File: config.mk
export PLATFORM = sky130hd
export DESIGN_NAME = sort_frame_ctrl
export DESIGN_NICKNAME = d
export VERILOG_FILES = /design/src/rtl/sort_frame_ctrl.sv
export SDC_FILE = /design/constraint.sdc
export NUM_CORES = 1
export LEC_CHECK = 0
export CORE_AREA = 2 2 420 422
export CTS_BUF_LIST = sky130_fd_sc_hd__clkbuf_2 sky130_fd_sc_hd__clkbuf_4 sky130_fd_sc_hd__clkbuf_8
export DETAILED_ROUTE_END_ITERATION = 10
export DIE_AREA = 0 0 422 424
export GPL_TIMING_DRIVEN = 1
export PLACE_DENSITY = 0.36
export SLEW_MARGIN = 15
export SYNTH_ARGS = -nofsm -noshare
export SYNTH_HDL_FRONTEND = slang
export SYNTH_SLANG_ARGS = --single-unit
File: constraint.sdc
create_clock -name clk -period 4.1 [get_ports clk]
set_input_delay 0.615 -clock clk [delete_from_list [all_inputs] [get_ports clk]]
set_output_delay 0.615 -clock clk [all_outputs]
set_load 0.03 [all_outputs]
File: src/rtl/sort_frame_ctrl.sv
// Frame sequencer for the N-slot systolic insertion sorter: clear, load LEN
// pairs from a valid/ready stream, settle, then drain the sorted slots in order.
module sort_frame_ctrl #(
    parameter int N  = 64,
    parameter int CW = $clog2(N + 1)
) (
    input  logic            clk,
    input  logic            rst,
    input  logic            start,
    input  logic [CW-1:0]   cfg_len,
    input  logic            in_valid,
    output logic            in_ready,
    input  logic [7:0]      in_data,
    input  logic [7:0]      in_addr,
    output logic            sorter_clr,
    output logic            sorter_en,
    output logic [7:0]      sorter_data,
    output logic [7:0]      sorter_addr,
    input  logic [N*8-1:0]  sorted_data,
    input  logic [N*8-1:0]  sorted_addr,
    output logic            out_valid,
    input  logic            out_ready,
    output logic [7:0]      out_data,
    output logic [7:0]      out_addr,
    output logic            out_last,
    output logic            busy,
    output logic            done
);

    typedef enum logic [2:0] {IDLE, CLEAR, LOAD, SETTLE, DRAIN} state_t;

    localparam int            SLOTS = 1 << CW;
    localparam logic [CW-1:0] ONE   = CW'(1);
    localparam logic [CW-1:0] N_LEN = CW'(N);

    state_t        state, state_d;
    logic [CW-1:0] len, len_d;
    logic [CW-1:0] cnt, cnt_d;
    logic [CW-1:0] idx, idx_d;
    logic          done_q, done_d;
    logic [CW-1:0] cfg_clamped;

    // Slot views padded to a power of two so idx can index them at full width.
    logic [7:0] slot_data [SLOTS];
    logic [7:0] slot_addr [SLOTS];

    for (genvar g = 0; g < SLOTS; g++) begin : g_slot
        if (g < N) begin : g_real
            assign slot_data[g] = sorted_data[8*g +: 8];
            assign slot_addr[g] = sorted_addr[8*g +: 8];
        end else begin : g_pad
            assign slot_data[g] = '0;
            assign slot_addr[g] = '0;
        end
    end

    assign cfg_clamped = (cfg_len > N_LEN) ? N_LEN : cfg_len;

    always_ff @(posedge clk or negedge rst) begin
        if (!rst) begin
            state  <= IDLE;
            len    <= '0;
            cnt    <= '0;
            idx    <= '0;
            done_q <= 1'b0;
        end else begin
            // NOTE: non-blocking so every register here samples pre-edge values.
            state  <= state_d;
            len    <= len_d;
            cnt    <= cnt_d;
            idx    <= idx_d;
            done_q <= done_d;
        end
    end

    always_comb begin
        // NOTE: defaults first so no path leaves a signal unassigned (no latches).
        state_d    = state;
        len_d      = len;
        cnt_d      = cnt;
        idx_d      = idx;
        done_d     = 1'b0;
        in_ready   = 1'b0;
        sorter_clr = 1'b0;
        sorter_en  = 1'b0;
        out_valid  = 1'b0;
        out_last   = 1'b0;

        case (state)
            IDLE: begin
                // A start coinciding with the done pulse belongs to the old frame.
                if (start && !done_q) begin
                    len_d = cfg_clamped;
                    if (cfg_clamped == '0) done_d  = 1'b1;
                    else                   state_d = CLEAR;
                end
            end
            CLEAR: begin
                sorter_clr = 1'b1;
                cnt_d      = '0;
                state_d    = LOAD;
            end
            LOAD: begin
                in_ready  = 1'b1;
                sorter_en = in_valid;
                if (in_valid) begin
                    cnt_d = cnt + ONE;
                    if (cnt == len - ONE) state_d = SETTLE;
                end
            end
            SETTLE: begin
                // Gives the ICG one enable-free cycle so sorted_* is stable in DRAIN.
                idx_d   = '0;
                state_d = DRAIN;
            end
            DRAIN: begin
                out_valid = 1'b1;
                out_last  = (idx == len - ONE);
                if (out_ready) begin
                    idx_d = idx + ONE;
                    if (out_last) begin
                        done_d  = 1'b1;
                        state_d = IDLE;
                    end
                end
            end
            default: state_d = IDLE;
        endcase
    end

    assign sorter_data = (state == LOAD)  ? in_data        : '0;
    assign sorter_addr = (state == LOAD)  ? in_addr        : '0;
    assign out_data    = (state == DRAIN) ? slot_data[idx] : '0;
    assign out_addr    = (state == DRAIN) ? slot_addr[idx] : '0;
    assign busy        = (state != IDLE);
    assign done        = done_q;

endmodule

==> results.md <==
- The detailed placer's ending HPWL is between 100000 and 150000 um.
- The share of flip-flops with an asynchronous set or reset after synthesis is 100.0%.
- The number of flip-flops and latches in the synthesized netlist is 25.
- The total power of the final layout is roughly 8.0 mW.
- Clock latency on the worst-skew pair, taken at its later pin, is 0.29 ns.
- The maximum clock path buffer count is 2.
- The cell area that synthesis handed to floorplanning was 0.01001 mm^2.
- The stage delay of the slowest cell on the critical path is 0.50 ns.
- The worst hold path class is reg -> reg.
- In this run the remaining antenna-violating nets after routing total 0.
- The H-tree depth is 1.
- The signed area change from the synthesized netlist to the final layout is 144.6%.
- The number of cells on the worst reg-to-reg path is 7.
- Across the run, the number of max-cap violations was 0.
- The pre-antenna-repair detailed-routing pass consisted of 5 iterations.
- For this configuration, the core starts out at a cell density of roughly 5.7%.
- The required time reported for the critical path endpoint is approximately 3.5 ns.
- Of the cells placed in the final design, the portion with a size suffix greater than 1 is between 20% and 30%.
- STA classifies the critical path startpoint as a flip-flop.
- The number of DRC violations after detailed-routing iteration 0 is 834.
- Setup repair after global routing left no endpoint under its margin.
- The number of pins with negative max-slew slack in the final report was 0.
- The number of clock sinks is 25.
- The power density over cell area is about 330 mW/mm^2.
- The final cycle utilization of the critical path is 95.86%.
- The clock arrives with 0.005676 ns of skew.
- The number of nets produced by synthesis is 1876.
- The die boundary height is 424 um.
- The routed design could run at a clock period as short as around 3.9 ns.
- The static leakage power is 7.582 nW.
- Global routing used a little over an eighth of the available tracks.
- The average via count per standard cell is 3.161.
- The cell with the most instances on the worst path is sky130_fd_sc_hd__buf_12.
- The final layout contains about 3000 nets.
- The most common cell in the synthesized netlist is sky130_fd_sc_hd__mux4_2.
- The core area is 0.1750 mm^2.
- The capturing element type of the critical path is an output pin.
- The final number of hold-violating endpoints is 0.
- The die boundary width is around 420 um.
- In the final routed layout, each cell accounts on average for 29.01 um.
- The number of placement rows is between 150 and 200.
- The mean instance size in the synthesized netlist is 12.19 um^2.
- The die covers 0.1789 mm^2.
- Fill cells in the final layout number roughly 20000.
- Data on the critical path arrives at its endpoint at 3.32 ns.
- The number of buffers added by the clock tree synthesis step is 3.
- sky130_fd_sc_hd__mux4_2 takes more of the synthesized area than any other cell.
- The worst hold path passes through 2 cells.
- The startpoint identified for the worst hold timing path is len[1]$_DFFE_PN0P_.
- The pin slew with the least headroom to its limit is 0.8852 ns.
- Entering global routing, the biggest net connects 49 pins.
- After detailed routing, the number of remaining DRC violations is 0.
- The final-report setup violation count is 0.
- The synthesized design contains 0 enable-type register cells.
- The buffer and inverter count on the worst path is 3.
- The end point of the worst hold path is len[1]$_DFFE_PN0P_.
- The reg-to-reg critical path endpoint is done$_DFF_PN0_.
- The worst setup path is of the reg -> out kind.
- The wire length of the first global-routing pass is 153600 um.
- The library cell contributing the largest single delay on the critical path is sky130_fd_sc_hd__nand3_1.
- Summing over every cut layer, the via total after detailed routing is approximately 13000.
- The flow ran to the end, and the final reports show no timing, DRC or antenna violations.
- The critical path goes through buf_12 -> buf_12 -> mux2_2 -> a221oi_1 -> o211ai_1 -> nand3_1 -> o21ai_2 -> buf_12.
- The clock tree from TritonCTS is done.
- For this run the aggregate overflow at the end of global routing stands at 0.
- The number of global-route vias before repair is 14417.
- The tightest hold path in the finished design has a slack of 0.5355 ns.
- In this run the biggest area consumer among cell types represents 58.27% of the synthesized area.
- The count of warnings emitted by yosys is 0.
- The clock-pin slew on the worst setup and hold paths is 0.11 ns.
- The distinct cell type count after synthesis is 61.
- Setup total negative slack on the finished layout was measured at 0 ns.
- Cells fill 14.00% of the core in the end.
- The post-place instance area is about 0.024 mm^2.
- Routability-driven placement finished with a final weighted congestion of 0.8904.
- The final non-filler cell area is between 0.02 and 0.025 mm^2.
- The most used flip-flop cell after synthesis is sky130_fd_sc_hd__dfrtp_1.
- For this design, the CTS-stage hold fixing added 0 buffers.
- The number of instances in the synthesized netlist is ~820.
- The fraction of the yosys area taken by sequential cells is approximately 6.2%.
- The worst vdd rail ir drop is 0.1795 mV.
- The highest clock frequency the design can meet is 254.4 MHz.
- The slack of the worst reg-to-reg path is 1.75 ns.
- The post-detailed-routing wire length is 123900 um.
- The number of antenna violations at the first check in global routing came to just under 80.
- The gate family responsible for the most delay along the worst path is compound AO/OA/AOI/OAI gates.
- After synthesis, the most frequently instantiated cells are sky130_fd_sc_hd__mux4_2 (259), sky130_fd_sc_hd__nand2_1 (72), sky130_fd_sc_hd__mux2i_1 (48).
- Ranked by total cell area, the synthesized netlist is headed by sky130_fd_sc_hd__mux4_2 (58%), sky130_fd_sc_hd__dfrtp_1 (6.2%), sky130_fd_sc_hd__mux2i_1 (4.8%).
- The largest fanout of any net on the critical path is 18.
- For this design the top-level I/O count stands at 1091.
- Input and output buffers added on the ports amount to 1090.
- The startpoint of the most critical register-to-register path is len[0]$_DFFE_PN0P_.
- The worst pin sits at a relative slew slack of around two fifths.
- CTS placed an instance of sky130_fd_sc_hd__clkbuf_8 at the clock tree root.
[state kept, by name, indices dropped and copies added (netlist names)]
name   flops
cnt        7
done       1
len        7
state      3
idx        7
[placed cells by master, fill, tap and decap left out, types with 12 or more instances in the layout]
cell,instances
sky130_fd_sc_hd__clkdlybuf4s50_1,1074
sky130_fd_sc_hd__mux4_2,259
sky130_fd_sc_hd__nand2_1,72
sky130_fd_sc_hd__buf_4,69
sky130_fd_sc_hd__mux2i_1,48
sky130_fd_sc_hd__nand3_1,32
sky130_fd_sc_hd__buf_12,32
sky130_fd_sc_hd__diode_2,30
sky130_fd_sc_hd__nor2_1,27
sky130_fd_sc_hd__and2_1,20
sky130_fd_sc_hd__dfrtp_1,20
sky130_fd_sc_hd__a221oi_1,16
sky130_fd_sc_hd__o21ai_1,14
sky130_fd_sc_hd__mux2_2,14
sky130_fd_sc_hd__xnor2_1,14
sky130_fd_sc_hd__o211ai_1,12
[worst max-delay path by stage]
stage,startpoint,to,slack [ns],cells after the start
2_1_floorplan,idx[0]$_DFFE_PN0P_,out_data[3],0.88,9
3_3_place_gp,idx[1]$_DFFE_PN0P_,out_addr[6],-0.07,8
3_5_place_dp,idx[1]$_DFFE_PN0P_,out_addr[6],-0.09,8
4_1_cts,idx[0]$_DFFE_PN0P_,out_addr[5],0.05,8
5_1_grt,idx[0]$_DFFE_PN0P_,out_addr[2],0.02,9
6_report,idx[0]$_DFFE_PN0P_,out_data[4],0.17,8
[cells by family after synthesis]
family / count (synthesis) / synth area share [%]
flip-flops: 25 / 6.249
AO/OA/AOI/OAI: 118 / 8.437
multiplexers: 332 / 65.88
AND/OR/NAND/NOR: 210 / 10.71
adder cells (fa/ha/maj): 3 / 0.3750
XOR/XNOR: 25 / 2.325
buffers and inverters: 108 / 6.024
[layer usage]
metal  wire length, um  part of all wire, %  vias up  track usage [%]
met5               204                 0.16        -            1.425
met3              9618                  7.8       94            3.760
li1                  -                    -     5743                -
met4              1715                  1.4       30            1.506
met1             49820                   40     6984            16.02
met2             62550                   50      648            23.11
[worst reg2reg max path, cell delays in order (launching register included)]
cell	delay [ns]
sky130_fd_sc_hd__dfrtp_1	0.48
sky130_fd_sc_hd__inv_1	0.09
sky130_fd_sc_hd__ha_1	0.23
sky130_fd_sc_hd__or3b_1	0.39
sky130_fd_sc_hd__nor3_1	0.24
sky130_fd_sc_hd__xnor2_1	0.15
sky130_fd_sc_hd__nand4_1	0.15
sky130_fd_sc_hd__o31ai_1	0.44
[power breakdown]
part | internal (mW) | leakage, nW | switching [mW]
registers | 0.321 | 0.326 | 0.184
logic | 3.72 | 7.23 | 3.64
clock network | 0.0696 | 0.0219 | 0.102
[metrics by stage]
stage | instances | setup WS (ns)
after floorplan | 821 | 0.8844
after global placement | 4236 | -0.07278
after detailed placement | 4236 | -0.08992
after CTS | 4240 | 0.04719
after global routing | 4262 | 0.02329
final | 4271 | 0.1696
[final cells by class]
cell class                      instances  area (um^2)  share of cell area [%]
Antenna cell                           30        75.07                  0.3065
Clock buffer                            3        41.29                  0.1686
Clock inverter                          1        7.507                 0.03065
Inverter                                8        31.28                  0.1277
Multi-Input combinational cell        688         8826                   36.04
Sequential cell                        25        644.4                   2.631
Tap cell                             2340         2928                   11.96
Timing Repair Buffer                 1176        11940                   48.74
[repair_timing]
action,in CTS,in global routing
cloned,0,0
pin swaps,0,0
gates resized for setup,6,0
buffers inserted,0,1
setup endpoints to repair,3,1
Power figures use the tool's default switching activity.
